[src/rtl/ps2_pkg.sv]
// Shared PS/2 Set 2 byte constants, parser state encoding and the queued key-event record.
package ps2_pkg;

    localparam logic [7:0] PS2_F0 = 8'hF0;
    localparam logic [7:0] PS2_E0 = 8'hE0;
    localparam logic [7:0] PS2_E1 = 8'hE1;
    localparam logic [7:0] PS2_AA = 8'hAA;
    localparam logic [7:0] PS2_FA = 8'hFA;
    localparam logic [7:0] PS2_EE = 8'hEE;
    localparam logic [7:0] PS2_FE = 8'hFE;
    localparam logic [7:0] PS2_00 = 8'h00;
    localparam logic [7:0] PS2_FF = 8'hFF;

    // Bytes that follow the E1 that opens the Pause/Break sequence.
    localparam logic [2:0] PAUSE_TAIL_LEN = 3'd7;

    typedef enum logic [2:0] {
        ST_IDLE     = 3'd0,
        ST_GOT_E0   = 3'd1,
        ST_GOT_F0   = 3'd2,
        ST_GOT_E0F0 = 3'd3,
        ST_PAUSE    = 3'd4
    } ps2_state_e;

    typedef struct packed {
        logic       extended;
        logic       released;
        logic [7:0] code;
    } ps2_event_t;

    function automatic logic is_status_byte(input logic [7:0] b);
        return (b == PS2_FA) || (b == PS2_EE) || (b == PS2_FE);
    endfunction

endpackage

[src/rtl/ps2_event_fifo.sv]
// Show-ahead FIFO for completed key events; head is presented whenever not empty.
module ps2_event_fifo
    import ps2_pkg::*;
#(
    parameter int DEPTH = 8,
    parameter int WIDTH = $bits(ps2_event_t)
) (
    input  logic             clock,
    input  logic             reset,
    input  logic             push,
    input  logic [WIDTH-1:0] push_data,
    input  logic             pop,
    output logic [WIDTH-1:0] head_data,
    output logic             full,
    output logic             empty
);

    localparam int AW = $clog2(DEPTH);

    logic [WIDTH-1:0] mem_q [DEPTH];
    logic [WIDTH-1:0] mem_d [DEPTH];
    logic [AW-1:0]    wr_ptr_q, wr_ptr_d;
    logic [AW-1:0]    rd_ptr_q, rd_ptr_d;
    logic [AW:0]      count_q, count_d;
    logic             pop_ok;
    logic             push_ok;

    assign empty   = (count_q == '0);
    assign full    = (count_q == (AW+1)'(DEPTH));
    assign pop_ok  = pop && !empty;
    // A pop frees the slot the simultaneous push needs, so a full FIFO still accepts it.
    assign push_ok = push && (!full || pop_ok);

    assign head_data = empty ? '0 : mem_q[rd_ptr_q];

    always_comb begin
        mem_d    = mem_q;
        wr_ptr_d = wr_ptr_q;
        rd_ptr_d = rd_ptr_q;
        count_d  = count_q;
        if (push_ok) begin
            mem_d[wr_ptr_q] = push_data;
            wr_ptr_d        = wr_ptr_q + 1'b1;
        end
        if (pop_ok) begin
            rd_ptr_d = rd_ptr_q + 1'b1;
        end
        case ({push_ok, pop_ok})
            2'b10:   count_d = count_q + 1'b1;
            2'b01:   count_d = count_q - 1'b1;
            default: count_d = count_q;
        endcase
    end

    always_ff @(posedge clock) begin
        if (reset) begin
            wr_ptr_q <= '0;
            rd_ptr_q <= '0;
            count_q  <= '0;
        end else begin
            wr_ptr_q <= wr_ptr_d;
            rd_ptr_q <= rd_ptr_d;
            count_q  <= count_d;
        end
    end

    always_ff @(posedge clock) begin
        mem_q <= mem_d;
    end

endmodule

[src/rtl/ps2_scancode_controller.sv]
// Turns the PS/2 Set 2 byte stream into {extended, released, code} key events queued for the host.
module ps2_scancode_controller
    import ps2_pkg::*;
#(
    parameter int DEPTH          = 8,
    parameter int TIMEOUT_CYCLES = 500000
) (
    input  logic       clock,
    input  logic       reset,
    input  logic       rx_valid,
    input  logic [7:0] rx_data,
    output logic       event_valid,
    output logic [7:0] event_code,
    output logic       event_extended,
    output logic       event_release,
    input  logic       event_ready,
    output logic       bat_ok,
    output logic       error,
    output logic       overflow
);

    localparam int TW = $clog2(TIMEOUT_CYCLES + 1);

    ps2_state_e state_q, state_d;
    logic [2:0]    pause_cnt_q, pause_cnt_d;
    logic [TW-1:0] tmo_cnt_q, tmo_cnt_d;
    logic          bat_ok_q, bat_ok_d;
    logic          error_q, error_d;
    logic          overflow_q, overflow_d;

    logic          in_seq;
    logic          tmo_hit;
    logic          push;
    ps2_event_t    push_evt;
    ps2_event_t    head_evt;
    logic          fifo_full;
    logic          fifo_empty;
    logic          pop;

    assign in_seq  = (state_q != ST_IDLE);
    // The silent cycle that would make the count reach TIMEOUT_CYCLES aborts the sequence.
    assign tmo_hit = in_seq && !rx_valid && (tmo_cnt_q == TW'(TIMEOUT_CYCLES - 1));

    always_ff @(posedge clock) begin
        if (reset) begin
            state_q     <= ST_IDLE;
            pause_cnt_q <= '0;
            tmo_cnt_q   <= '0;
            bat_ok_q    <= 1'b0;
            error_q     <= 1'b0;
            overflow_q  <= 1'b0;
        end else begin
            state_q     <= state_d;
            pause_cnt_q <= pause_cnt_d;
            tmo_cnt_q   <= tmo_cnt_d;
            bat_ok_q    <= bat_ok_d;
            error_q     <= error_d;
            overflow_q  <= overflow_d;
        end
    end

    always_comb begin
        state_d     = state_q;
        pause_cnt_d = pause_cnt_q;
        tmo_cnt_d   = (in_seq && !rx_valid) ? tmo_cnt_q + 1'b1 : '0;
        if (tmo_hit) begin
            state_d   = ST_IDLE;
            tmo_cnt_d = '0;
        end else if (rx_valid) begin
            case (state_q)
                ST_IDLE: begin
                    if (rx_data == PS2_F0) begin
                        state_d = ST_GOT_F0;
                    end else if (rx_data == PS2_E0) begin
                        state_d = ST_GOT_E0;
                    end else if (rx_data == PS2_E1) begin
                        state_d     = ST_PAUSE;
                        pause_cnt_d = PAUSE_TAIL_LEN;
                    end
                end
                ST_GOT_E0: begin
                    if (rx_data == PS2_F0) begin
                        state_d = ST_GOT_E0F0;
                    end else if (rx_data != PS2_E0) begin
                        state_d = ST_IDLE;
                    end
                end
                ST_PAUSE: begin
                    pause_cnt_d = pause_cnt_q - 3'd1;
                    if (pause_cnt_q == 3'd1) begin
                        state_d = ST_IDLE;
                    end
                end
                default: state_d = ST_IDLE;
            endcase
        end
    end

    always_comb begin
        push     = 1'b0;
        push_evt = '0;
        bat_ok_d = 1'b0;
        error_d  = tmo_hit;
        if (rx_valid) begin
            case (state_q)
                ST_IDLE: begin
                    if (rx_data == PS2_AA) begin
                        bat_ok_d = 1'b1;
                    end else if ((rx_data == PS2_00) || (rx_data == PS2_FF)) begin
                        error_d = 1'b1;
                    end else if ((rx_data != PS2_F0) && (rx_data != PS2_E0) &&
                                 (rx_data != PS2_E1) && !is_status_byte(rx_data)) begin
                        push     = 1'b1;
                        push_evt = '{extended: 1'b0, released: 1'b0, code: rx_data};
                    end
                end
                ST_GOT_E0: begin
                    if ((rx_data != PS2_F0) && (rx_data != PS2_E0)) begin
                        push     = 1'b1;
                        push_evt = '{extended: 1'b1, released: 1'b0, code: rx_data};
                    end
                end
                ST_GOT_F0: begin
                    push     = 1'b1;
                    push_evt = '{extended: 1'b0, released: 1'b1, code: rx_data};
                end
                ST_GOT_E0F0: begin
                    push     = 1'b1;
                    push_evt = '{extended: 1'b1, released: 1'b1, code: rx_data};
                end
                ST_PAUSE: begin
                    if (pause_cnt_q == 3'd1) begin
                        push     = 1'b1;
                        push_evt = '{extended: 1'b0, released: 1'b0, code: PS2_E1};
                    end
                end
                default: ;
            endcase
        end
        overflow_d = overflow_q || (push && fifo_full && !pop);
    end

    ps2_event_fifo #(
        .DEPTH (DEPTH),
        .WIDTH ($bits(ps2_event_t))
    ) u_fifo (
        .clock     (clock),
        .reset     (reset),
        .push      (push),
        .push_data (push_evt),
        .pop       (pop),
        .head_data (head_evt),
        .full      (fifo_full),
        .empty     (fifo_empty)
    );

    // Handshake: the head is offered while event_valid is high; it leaves on a cycle with event_ready.
    assign event_valid    = !fifo_empty;
    assign pop            = event_valid && event_ready;
    assign event_code     = head_evt.code;
    assign event_extended = head_evt.extended;
    assign event_release  = head_evt.released;
    assign bat_ok         = bat_ok_q;
    assign error          = error_q;
    assign overflow       = overflow_q;

endmodule

[config.mk]
export PLATFORM = sky130hd
export DESIGN_NAME = ps2_scancode_controller
export DESIGN_NICKNAME = d
export VERILOG_FILES = /design/src/rtl/ps2_pkg.sv /design/src/rtl/ps2_event_fifo.sv /design/src/rtl/ps2_scancode_controller.sv
export SDC_FILE = /design/constraint.sdc
export NUM_CORES = 1
export LEC_CHECK = 0
export CAP_MARGIN = 20
export CORE_ASPECT_RATIO = 2
export CORE_UTILIZATION = 50
export CTS_CLUSTER_SIZE = 40
export DETAILED_ROUTE_END_ITERATION = 8
export PLACE_DENSITY = 0.68
export SLEW_MARGIN = 5
export SYNTH_ARGS = -nofsm -noshare
export SYNTH_HDL_FRONTEND = slang
export SYNTH_SLANG_ARGS = --single-unit
[constraint.sdc]
create_clock -name clock -period 8.4 [get_ports clock]
set_input_delay 0.84 -clock clock [delete_from_list [all_inputs] [get_ports clock]]
set_output_delay 0.84 -clock clock [all_outputs]
set_load 0.05 [all_outputs]
# Yosys cells after proc, flatten, opt, wreduce, memory -nomap -nowiden
# Index checks and enable logic that the tools add are counted.
# Widths: inputs -> output; s select.
[op_classes]
n_div = 0
n_eq_ne = 26
n_mux = 38
magnitude_cmp = 3
n_bitwise = 6
n_reduce_logical = 33
addsub = 6
n_mul = 0
shift = 0
[ops]
columns = ["op", "count"]
rows = [
  ["$bwmux 80", 1],
  ["$eq 8x8->1 const B", 8],
  ["$mux 10", 6],
  ["$pmux 10 s5", 1],
  ["$mux 8", 4],
  ["$bmux 10 s3", 1],
  ["$demux 10 s3", 1],
  ["$mux 3", 9],
  ["$ne 8x8->1 const B", 3],
  ["$add 19x1->19 const B", 1],
  ["$eq 19x19->1 const B", 1],
  ["$logic_and 1x1->1", 11],
  ["$mux 1", 11],
  ["$pmux 3 s3", 1],
  ["$ge 4x4->1 const B", 2],
  ["$logic_not 8->1", 1],
  ["$ne 2x2->1 const B", 4],
  ["$not 3->4", 2],
  ["$pmux 4 s2", 1],
  ["$add 3x1->3 const B", 2],
  ["$eq 3x1->1 const B", 2],
  ["$eq 3x2->1 const B", 2],
  ["$pmux 3 s2", 1],
  ["$reduce_and 6->1", 1],
  ["other kinds (21)", 35],
]
[totals]
out_inout_bits = 14
n_memories = 0
latch_bits = 0
reg_bits = 118
wordCells = 129
in_bits = 12
romBits = 0
ramBits = 0

# Logic depth before layout (Yosys ltp)
# Gate-level depths: netlist (run 1).
[logic_depth]
word_depth = 13
mapped_depth = 16
mapped_depth_nobuf = 15

# Modules after synthesis
# Synthesis (run 1) repeated with hierarchy kept, for this count alone.
[hier_totals]
cells_unflattened = 403
area_unflattened_um2 = 5336.4
[modules_own_cells]
columns = ["mod", "cells_each", "area_per_inst_um2", "n_inst", "seq_area_each_um2"]
rows = [
  ["ps2_event_fifo", 204, 3731.1, 1, 2602.5],
  ["ps2_scancode_controller", 199, 1605.3, 1, 560.5],
]

# Least setup slack after synthesis (run 1)
# OpenSTA, ideal clock, no wires.
[synth_timing]
path_kind = "input to register"
from = "input port rx_data[6]"
to = "register u_fifo.mem_q[70] (netlist bit), enable pin"
t_required_ps = 7996
path_stages = 8
path_slack_ps = 5037
path_buffers = 1
setup_time_ps = 404
arrival_time_ps = 2959
path_cell_list = "and4b_1 > a311oi_1 > o21bai_1 > a21bo_1 > buf_6 > and2_4 > inv_4 > nor4_1"
[synth_via]
elab_chain_len = 11
elab_cells_between_ends = 23
cone_classes = "eq/ne (8); mux (6); reduce/logical (9)"
[synth_rtl]
columns = ["item", "line_no", "text"]
rows = [
  ["start, declared", "ps2_scancode_controller.sv:11", "input logic [7:0] rx_data,"],
  ["$eq 8x8->1", "ps2_pkg.sv:32", "return (b == PS2_FA) || (b == PS2_EE) || (b == PS2_FE);"],
  ["$logic_or 1x1->1 (2 in a row)", "ps2_pkg.sv:32", ""],
  ["$logic_not 1->1", "ps2_scancode_controller.sv:112", "(rx_data != PS2_E1) && !is_status_byte(rx_data)) begin"],
  ["$logic_and 1x1->1", "ps2_scancode_controller.sv:112", ""],
  ["$mux 1", "ps2_scancode_controller.sv:111", "end else if ((rx_data != PS2_F0) && (rx_data != PS2_E0) &&"],
  ["$mux 1", "ps2_scancode_controller.sv:109", "end else if ((rx_data == PS2_00) || (rx_data == PS2_FF)) begin"],
  ["$mux 1", "ps2_scancode_controller.sv:107", "if (rx_data == PS2_AA) begin"],
  ["$pmux 1 s4 *", "ps2_scancode_controller.sv:105", "case (state_q)"],
  ["$mux 1 *", "ps2_scancode_controller.sv:104", "if (rx_valid) begin"],
  ["$logic_and 1x1->1 *", "ps2_event_fifo.sv:32", "assign push_ok = push && (!full || pop_ok);"],
  ["end signal, assigned", "ps2_event_fifo.sv:68", "mem_q <= mem_d;"],
  ["end, declared", "ps2_event_fifo.sv:20", "logic [WIDTH-1:0] mem_q [DEPTH];"],
]
# Every way passes the cells marked *; elsewhere a longest branch is shown, timed or not.
# A chain may end at the register's enable or synchronous reset.

# Worst setup path after layout (run 1)
[layout_timing]
from = "input port rx_data[4]"
to = "register u_fifo.count_q[3]"
[layout_via]
elab_chain_len = 13
elab_cells_between_ends = 27
cone_classes = "eq/ne (10); mux (7); reduce/logical (10)"
[layout_rtl]
columns = ["item", "line_no", "text"]
rows = [
  ["$eq 8x8->1", "ps2_pkg.sv:32", ""],
  ["$logic_or 1x1->1 (2 in a row)", "ps2_pkg.sv:32", ""],
  ["$logic_not 1->1", "ps2_scancode_controller.sv:112", ""],
  ["$logic_and 1x1->1", "ps2_scancode_controller.sv:112", ""],
  ["$mux 1", "ps2_scancode_controller.sv:111", ""],
  ["$mux 1", "ps2_scancode_controller.sv:109", ""],
  ["$mux 1", "ps2_scancode_controller.sv:107", ""],
  ["$pmux 1 s4 *", "ps2_scancode_controller.sv:105", ""],
  ["$mux 1 *", "ps2_scancode_controller.sv:104", ""],
  ["$logic_and 1x1->1 *", "ps2_event_fifo.sv:32", ""],
  ["$eq 2x1->1 / $eq 2x2->1 (equally long branches)", "ps2_event_fifo.sv:48", "case ({push_ok, pop_ok})"],
  ["$pmux 4 s2 / $reduce_bool 2->1 (equally long branches)", "--", ""],
  ["end signal, assigned", "ps2_event_fifo.sv:63", "count_q <= count_d;"],
  ["end, declared", "ps2_event_fifo.sv:24", "logic [AW:0] count_q, count_d;"],
]
# Marks and branches as above.

==> reports/results.ini, run 1 <==
[routing]
post-route-drc-count=0
wl_per_cell_um=17.85
routed_via_density=5.543
route.met2.wl_um=5864
vias=3132
drt-met1-wl_um=3618
first_iter_violations=216
postRouteAntennaNets=0
top_layer=met4
wirelength_um=10090
wl_met3_um=292
first_pass_iters=4

[floorplanning]
die_h_um=145.6
rows=52
die_w_um=73.79
dieArea_um2=10740
core_um2=10080
start_util=0.5110
ios=26

[logic_synthesis]
synth-main-ff-cell=edfxtp_1
ys_ff_latch=118
yosysTopAreaCellShare=0.4661
syn_nets=399
synth_edf_count=80
yosys_warnings=0
syn_area_um2=5154
ys_seq_area_frac=0.6137
synth_cell_types=53
syn_area_per_cell_um2=13.60
async_reset_ff_frac=0
yosys.area.top_type=edfxtp_1
synth_cells=379
synth_area_leaders=edfxtp_1 (47%), dfxtp_1 (15%), mux4_2 (8.7%)

[run]
cap_violations=0

[setup_path]
crit_buf_inv=2
crit_path_top_delay_cell=clkdlybuf4s50_1
required_ns=8.66
worstPathMaxFanout=9
critPathArrivalTime_ns=4.12
crit_family=simple AND/OR/NAND/NOR gates
critPathLaunchType=input pin
crit_path_end_kind=register
cp-startpoint=rx_data[4]
critPathMaxStageDelay_ns=0.54
crit_chain=clkdlybuf4s50_1, nor4_1, and3_1, nor3_2, a21bo_1, and2_4, inv_4, ha_1, or3b_2, o21ai_0, nand3b_1, a21oi_1, xnor2_1, nor2_1
rr_startpoint=state_q[2]$_SDFFE_PP0P_
crit_type=input pin to register

[clocking]
cts_made_buffers=17
clock_sinks=118
clk_latency_ns=0.41
cts_tree=done
holdBufCountCts=0
post_cts_resized=0
cts.path.max_buffers=2
path_clk_slew_ns=0.05
cts_max_level=4
cts_setup_buffers=0
root_buffer=clkbuf_16

[global_routing]
overflow=0
grt_pass1_wl_um=16020
grt.total_usage=0.2090
grt_max_degree=23
grt_pass1_vias=3205
antenna_found_initial=0

[worst_hold_path]
hp-start=tmo_cnt_q[0]$_SDFF_PP0_
hp-class=register to register

[layout]
num_antenna_cells=0
fin_util=0.6166
multiInputGateArea_um2=1876
drive_gt1_frac=0.1744
final_nets=437
final_common_cell=edfxtp_1
area_growth_pct=20.66
fillers=786
ff_latch_area_um2=3163
layout_common_cells=edfxtp_1 (80), nor2_1 (55), dfxtp_1 (38)

[timing]
hold_viol=0
setup_tns_ns=0
post-route-min-period_ns=3.856
fin_worst_skew_ns=0.005516
finalSetupViolCount=0
fmax_mhz=259.4
period_share=0.4590
finalMaxSlewViolations=0
relSlewSlack=0.2814
tightest_slew_ns=1.076
rsz0062_at_grt=no

[power]
leakagePower_nw=2.072
clockPowerShare=0.408
p_int_mw=1.365
peakVddDrop_uv=191.2
combPwrFrac=0.239
switching_share=0.2910
switchingPower_mw=0.5601
power_density_nw_per_um2=309.5
seqPwrFrac=0.354
power.total_mw=1.925

[placement]
place_hpwl_um=7090
port_buffers=25
globalplace.congestion=0.7590

[status]
status=finished, final reports clean

## power groups by stage
stage / combinational [mW] / sequential, mW / clock [mW]
after detailed placement: 0.467 / 0.693 / 0
final: 0.459 / 0.681 / 0.785
after floorplan: 0.344 / 0.675 / 0
after global placement: 0.460 / 0.691 / 0
after global routing: 0.494 / 0.685 / 0.822
after CTS: 0.467 / 0.681 / 0.798
## sequential cells by signal, indices dropped and copies added (netlist names)
register / count
bat_ok: 1
error: 1
overflow: 1
pause_cnt_q: 3
state_q: 3
tmo_cnt_q: 19
u_fifo.count_q: 4
u_fifo.mem_q: 80
u_fifo.rd_ptr_q: 3
u_fifo.wr_ptr_q: 3
## worst paths after layout
kind                               endpoint  slack (ns)  depth (start not counted)
max          u_fifo.count_q[3]$_SDFFE_PP0P_        4.54                         14
min                 tmo_cnt_q[0]$_SDFF_PP0_        0.46                          1
max reg2reg  u_fifo.count_q[2]$_SDFFE_PP0P_        5.14                         13
min reg2reg         tmo_cnt_q[0]$_SDFF_PP0_        0.46                          1
## layout make-up
class / instances / area share
Sequential cell: 118 / 0.5087
Multi-Input combinational cell: 237 / 0.3016
Clock buffer: 17 / 0.06841
Timing Repair Buffer: 34 / 0.05171
Clock inverter: 15 / 0.03662
Tap cell: 135 / 0.02716
Inverter: 9 / 0.005835
## cell families after synthesis
kind of cell	Yosys count	synth area share
buffers and inverters	24	0.02476
XOR/XNOR	23	0.03909
AO/OA/AOI/OAI	34	0.04370
flip-flops	118	0.6137
adder cells (fa/ha/maj)	8	0.01942
multiplexers	34	0.1148
AND/OR/NAND/NOR	138	0.1445
## Yosys cell counts, types with 8 or more instances
library cell  count
a21oi_1           8
nand3_1          10
mux2i_1          13
dfxtp_1          38
clkbuf_1          8
nand4_1           9
xnor2_1          10
nor2_1           55
xor2_1           13
nand2_1          15
and3_1            8
edfxtp_1         80
inv_1             8
ha_1              8
mux4_2           20
## worst reg2reg max path: cells and delay by family, from the launching register on
family | cells | cell delay, ns
AND/OR/NAND/NOR | 4 | 1.11
AO/OA/AOI/OAI | 4 | 0.88
adder cells (fa/ha/maj) | 2 | 0.45
flip-flops | 1 | 0.42
XOR/XNOR | 2 | 0.26
buffers and inverters | 1 | 0.06
## stage by stage
stage / std cells / hold slack (ns) / cell area, µm² / worst slack, ns
CTS: 564 / 0.4725 / 6207 / 4.566
floorplan: 379 / 0.4296 / 5154 / 5.037
detailed placement: 532 / 0.4606 / 5554 / 4.140
global route: 565 / 0.4977 / 6218 / 4.318
global placement: 532 / 0.4407 / 5554 / 4.346
finish: 565 / 0.4640 / 6218 / 4.544
## routing by layer
metal,vias to the layer above,global-route usage
li1,1499,-
met1,1539,0.2049
met2,64,0.3817
met3,30,0.06025
met4,0,0.1019
met5,-,0
Power figures use the tool's default switching activity.
==> run 2, diff against run 1 <==
==> constraint.sdc (replaced) <==
create_clock -name clock -period 4 [get_ports clock]
set_input_delay 0.4 -clock clock [delete_from_list [all_inputs] [get_ports clock]]
set_output_delay 0.4 -clock clock [all_outputs]
set_load 0.05 [all_outputs]
==> reports/results.ini, run 2 (synthesized netlist as in run 1, its figures left out) <==
[power]
leakagePower_nw=2.069  ; -0.16%
peakVddDrop_uv=395.6  ; +110%
power_density_nw_per_um2=632.1  ; +100%
p_int_mw=2.760  ; +100%
combPwrFrac=0.255  ; +0.016
power.total_mw=3.908  ; +100%
clockPowerShare=0.385  ; -0.023
switchingPower_mw=1.148  ; +110%
seqPwrFrac=0.360  ; +0.006
switching_share=0.2939  ; +0.002861

[clocking]
clock_sinks=118  ; unchanged
cts_max_level=4  ; unchanged
cts.path.max_buffers=2  ; unchanged
post_cts_resized=0  ; unchanged
path_clk_slew_ns=0.05  ; about the same
root_buffer=clkbuf_16
clk_latency_ns=0.40  ; about the same
cts_made_buffers=17  ; unchanged
cts_setup_buffers=0  ; unchanged
cts_tree=done
holdBufCountCts=0  ; unchanged

[worst_hold_path]
hp-start=tmo_cnt_q[0]$_SDFF_PP0_
hp-class=register to register
worstHoldEndpoint=tmo_cnt_q[0]$_SDFF_PP0_
holdPathStages=1  ; unchanged

[setup_path]
critPathArrivalTime_ns=3.51  ; -0.61 ns
crit_path_end_kind=register
reg2reg_depth=13  ; unchanged
worstPathMaxFanout=6  ; -3
r2r-end=u_fifo.count_q[2]$_SDFFE_PP0P_
regToRegSetupSlack_ns=0.93  ; -4.21 ns
critPathMaxStageDelay_ns=0.54  ; about the same
crit_type=input pin to register
rr_startpoint=state_q[2]$_SDFFE_PP0P_
critPathLaunchType=input pin
required_ns=4.26  ; -4.40 ns
crit_chain=clkdlybuf4s50_1, nor4_1, and3_1, nor3_2, a21bo_1, and2_4, inv_4, ha_1, or3b_2, o21ai_0, nand3b_1, a21oi_1, xnor2_1, nor2_1
crit_path_top_delay_cell=clkdlybuf4s50_1

[layout]
fillers=795  ; +1.1%
final_cells=569  ; +0.71%
layout_common_cells=edfxtp_1 (80), nor2_1 (55), dfxtp_1 (38)
final_nets=441  ; +0.92%
largest_reg_flops=80  ; unchanged
reg.largest.list=u_fifo.mem_q (80), tmo_cnt_q (19), u_fifo.count_q (4)
final_common_cell=edfxtp_1
design_area_um2=6182  ; -0.58%
area_growth_pct=19.96
drive_gt1_frac=0.1751  ; +0.0006966
regMostFlops=u_fifo.mem_q
num_antenna_cells=0  ; unchanged

[global_routing]
grt_pass1_wl_um=16620  ; +3.7%
antenna_found_initial=0  ; unchanged
grt.total_usage=0.2178  ; +0.008819
grt_pass1_vias=3331  ; +3.9%
overflow=0  ; unchanged
grt_max_degree=23  ; unchanged

[timing]
hold_ws_ns=0.4687  ; +0.004659 ns
post-route-min-period_ns=3.248
relSlewSlack=0.4918  ; +0.2104
fin_worst_skew_ns=0.006823  ; +0.001307 ns
finalMaxSlewViolations=0  ; unchanged
hold_viol=0  ; unchanged
fmax_mhz=307.9
setup_tns_ns=0  ; unchanged
rsz0062_at_grt=no
tightest_slew_ns=0.7565  ; -0.3200 ns
period_share=0.8120
finalSetupViolCount=0  ; unchanged

[floorplanning]
ios=26  ; unchanged
dieArea_um2=10740  ; unchanged
rows=52  ; unchanged
start_util=0.5110  ; unchanged
die_w_um=73.79  ; unchanged
die_h_um=145.6  ; unchanged
core_um2=10080  ; unchanged

[placement]
place_hpwl_um=6895  ; -2.7%
globalplace.congestion=0.8062  ; +6.2%
dpl-instance-area_um2=5592  ; +0.68%
port_buffers=25  ; unchanged
place_inst=537  ; +0.94%

[run]
cap_violations=0  ; unchanged

[routing]
first_pass_iters=5  ; +1
vias=3152  ; +0.64%
post-route-drc-count=0  ; unchanged
wl_per_cell_um=18.37  ; +2.9%
routed_via_density=5.540  ; about the same
first_iter_violations=177  ; -18%
wirelength_um=10450  ; +3.6%
postRouteAntennaNets=0  ; unchanged

[status]
status=finished, final reports clean

[run 2: cell type report]
| type | instances | area (µm²) | area share |
|---|---|---|---|
| sequential | 118 | 3163 | 0.5116 |
| tap | 135 | 168.9 | 0.02732 |
| multi-input combinational | 237 | 1876 | 0.3034 |
| clock inverter | 12 | 133.9 | 0.02166 |
| timing repair buffer | 38 | 347.8 | 0.05626 |
| inverter | 9 | 36.28 | 0.005869 |
| clock buffer | 20 | 456.7 | 0.07387 |
[run 2: power by group through the flow]
| stage | clock, mW | sequential [mW] | combinational, mW |
|---|---|---|---|
| floorplan | 0 | 1.42 | 0.722 |
| finish | 1.50 | 1.41 | 0.997 |
| global placement | 0 | 1.43 | 0.992 |
| detailed placement | 0 | 1.43 | 1.01 |
| CTS | 1.53 | 1.41 | 1.01 |
| global route | 1.58 | 1.41 | 1.07 |
[run 2: stage by stage]
| step | setup WS (ns) | util |
|---|---|---|
| floorplan | 1.067 | - |
| global placement | 0.4613 | 0.5545 |
| detailed placement | 0.3507 | 0.5545 |
| CTS | 0.7669 | 0.6130 |
| global route | 0.5609 | 0.6130 |
| finish | 0.7519 | 0.6130 |
[run 2: how the worst max path moves through the flow]
stage / slack (ns) / start / depth (start not counted) / end
global placement: 0.46 / rx_data[4] / 14 / u_fifo.count_q[3]$_SDFFE_PP0P_
CTS: 0.77 / rx_data[4] / 14 / u_fifo.count_q[3]$_SDFFE_PP0P_
global route: 0.56 / rx_data[4] / 14 / u_fifo.count_q[3]$_SDFFE_PP0P_
detailed placement: 0.35 / rx_data[4] / 14 / u_fifo.count_q[3]$_SDFFE_PP0P_
finish: 0.75 / rx_data[4] / 14 / u_fifo.count_q[3]$_SDFFE_PP0P_
floorplan: 1.07 / state_q[1]$_SDFFE_PP0P_ / 8 / u_fifo.mem_q[70]$_DFFE_PP_
[run 2: critical path, delay by kind of cell]
family	cells	cell delay, ns
and+or+nand+nor	7	1.61
AOI/OAI and AO/OA	3	0.46
xor gates and xnor gates	1	0.13
adders and majority gates	1	0.26
buffers and inverters	2	0.64
[run 2: layer usage]
layer,track usage,routed length [µm],vias up
li1,-,-,1506
met1,0.2055,3727,1568
met2,0.4078,6157,62
met3,0.06994,323,16
met4,0.09135,244,0
met5,0,0,-
==> run 3, diff against run 2 <==
--- a/config.mk
+++ b/config.mk
@@ -10,7 +10,7 @@
 export CORE_UTILIZATION = 50
 export CTS_CLUSTER_SIZE = 40
 export DETAILED_ROUTE_END_ITERATION = 8
-export PLACE_DENSITY = 0.68
+export PLACE_DENSITY = 0.71
 export SLEW_MARGIN = 5
 export SYNTH_ARGS = -nofsm -noshare
 export SYNTH_HDL_FRONTEND = slang
==> constraint.sdc (replaced) <==
create_clock -name clock -period 2.9 [get_ports clock]
set_input_delay 0.29 -clock clock [delete_from_list [all_inputs] [get_ports clock]]
set_output_delay 0.29 -clock clock [all_outputs]
set_load 0.05 [all_outputs]
==> reports/results.ini, run 3 (synthesized netlist as in run 1, its figures left out) <==
[status]
status=finished, final reports clean

[layout]
reg.largest.list=u_fifo.mem_q (80), tmo_cnt_q (19), u_fifo.count_q (4)
final_common_cell=edfxtp_1
fillers=718  ; -9.7%
drive_gt1_frac=0.2604  ; +0.08528
layout_common_cells=edfxtp_1 (80), nor2_1 (55), buf_4 (46)
area_growth_pct=23.53
largest_reg_flops=80  ; unchanged
final_nets=466  ; +5.7%
regMostFlops=u_fifo.mem_q
num_antenna_cells=0  ; unchanged
design_area_um2=6366  ; +3.0%
final_cells=592  ; +4.0%

[routing]
wl_per_cell_um=17.52  ; -4.6%
vias=3272  ; +3.8%
first_pass_iters=4  ; -1
post-route-drc-count=0  ; unchanged
routed_via_density=5.527  ; -0.23%
first_iter_violations=218  ; +23%
wirelength_um=10370  ; -0.77%
postRouteAntennaNets=0  ; unchanged

[timing]
finalSetupViolCount=0  ; unchanged
relSlewSlack=0.4445  ; -0.04729
tightest_slew_ns=0.8315  ; +0.07496 ns
hold_ws_ns=0.4117  ; -0.05698 ns
period_share=0.9573
fmax_mhz=360.2
fin_worst_skew_ns=0.009371  ; +0.002548 ns
hold_viol=0  ; unchanged
post-route-min-period_ns=2.776
finalMaxSlewViolations=0  ; unchanged

[clocking]
root_buffer=clkbuf_16
cts_made_buffers=17  ; unchanged
clock_sinks=118  ; unchanged
path_clk_slew_ns=0.05  ; about the same
cts_tree=done
cts_max_level=4  ; unchanged
cts.path.max_buffers=2  ; unchanged
clk_latency_ns=0.41  ; about the same

[global_routing]
grt_pass1_vias=3441  ; +3.3%
grt.total_usage=0.2177  ; about the same
antenna_found_initial=0  ; unchanged
grt_max_degree=21  ; -8.7%
grt_pass1_wl_um=16930  ; +1.9%
overflow=0  ; unchanged

[placement]
port_buffers=25  ; unchanged
place_hpwl_um=7035  ; +2.0%
place_inst=559  ; +4.1%
dpl-instance-area_um2=5757  ; +3.0%
globalplace.congestion=0.8833  ; +9.6%

[setup_path]
required_ns=3.24  ; -1.02 ns
critPathArrivalTime_ns=3.11  ; -0.40 ns
reg2reg_depth=13  ; unchanged
crit_type=input pin to register
rr_startpoint=state_q[0]$_SDFFE_PP0P_
crit_path_end=u_fifo.count_q[2]$_SDFFE_PP0P_
r2r-end=u_fifo.count_q[2]$_SDFFE_PP0P_
critPathLaunchType=input pin
crit_path_end_kind=register
worstPathMaxFanout=4  ; -2
cp-startpoint=rx_data[6]
regToRegSetupSlack_ns=0.20  ; -0.73 ns

[floorplanning]
die_w_um=73.79  ; unchanged
dieArea_um2=10740  ; unchanged
die_h_um=145.6  ; unchanged
ios=26  ; unchanged
start_util=0.5110  ; unchanged
core_um2=10080  ; unchanged
rows=52  ; unchanged

[run]
cap_violations=0  ; unchanged

[power]
peakVddDrop_uv=503.2  ; +27%
power_density_nw_per_um2=832.5  ; +32%
leakagePower_nw=2.198  ; +6.2%

[worst_hold_path]
hp-class=input pin to register

run 3: report_power, final:
part           total (mW)  internal, mW  switching (mW)
Combinational        1.42         0.600           0.822
Sequential           1.96          1.88          0.0839
Clock                1.92          1.23           0.682
Total                5.30          3.71            1.59
run 3: critical path, stage by stage:
cell	delay, ns
clkdlybuf4s50_1	0.46
nor4_1	0.37
buf_4	0.19
and3_1	0.20
nor3_2	0.06
a21bo_1	0.20
and2_4	0.18
inv_4	0.06
ha_4	0.15
xor2_1	0.15
ha_1	0.15
a21oi_1	0.05
xor2_1	0.17
or3_1	0.31
a21oi_1	0.14
run 3: metrics by stage:
step | utilization | power [mW] | worst slack, ns | setup TNS [ns]
floorplan | - | 2.952 | 0.08277 | 0
global route | 0.6313 | 5.526 | -0.1427 | -0.1891
global placement | 0.5708 | 3.379 | -0.2782 | -0.5245
CTS | 0.6249 | 5.323 | 0.002370 | 0
detailed placement | 0.5708 | 3.398 | -0.3916 | -0.7373
finish | 0.6313 | 5.300 | 0.1238 | 0
run 3: layout make-up:
type / count / area, µm² / area share
repair buffers: 63 / 538.0 / 0.08451
clock inverters: 12 / 113.9 / 0.01789
clock buffers: 18 / 429.2 / 0.06741
well taps: 135 / 168.9 / 0.02653
inverters: 9 / 36.28 / 0.005700
multi-input cells: 237 / 1912 / 0.3003
flip-flops and latches: 118 / 3168 / 0.4976
run 3: how the worst min path moves through the flow:
stage,start,end,slack [ns],cells past startpoint
after CTS,tmo_cnt_q[0]$_SDFF_PP0_,tmo_cnt_q[0]$_SDFF_PP0_,0.48,1
after global routing,rx_data[2],bat_ok$_SDFF_PP0_,0.47,5
final,rx_data[2],bat_ok$_SDFF_PP0_,0.41,5
after global placement,tmo_cnt_q[0]$_SDFF_PP0_,tmo_cnt_q[0]$_SDFF_PP0_,0.44,1
after floorplan,tmo_cnt_q[0]$_SDFF_PP0_,tmo_cnt_q[0]$_SDFF_PP0_,0.43,1
after detailed placement,tmo_cnt_q[0]$_SDFF_PP0_,tmo_cnt_q[0]$_SDFF_PP0_,0.47,1
run 3: timing repair:
item	in CTS	in global routing
hold buffers	0	0
endpoints found under the setup margin	2	2
pin swaps	0	3
buffers inserted	0	3
gates resized for setup	1	14
run 3: layer usage:
layer  vias to the layer above  track usage  routed length [µm]
met1                      1604       0.2271                3791
met3                        29      0.05956                 375
met4                         0       0.1192                 355
met2                        83       0.3803                5851
met5                         -            0                   0
li1                       1556            -                   -
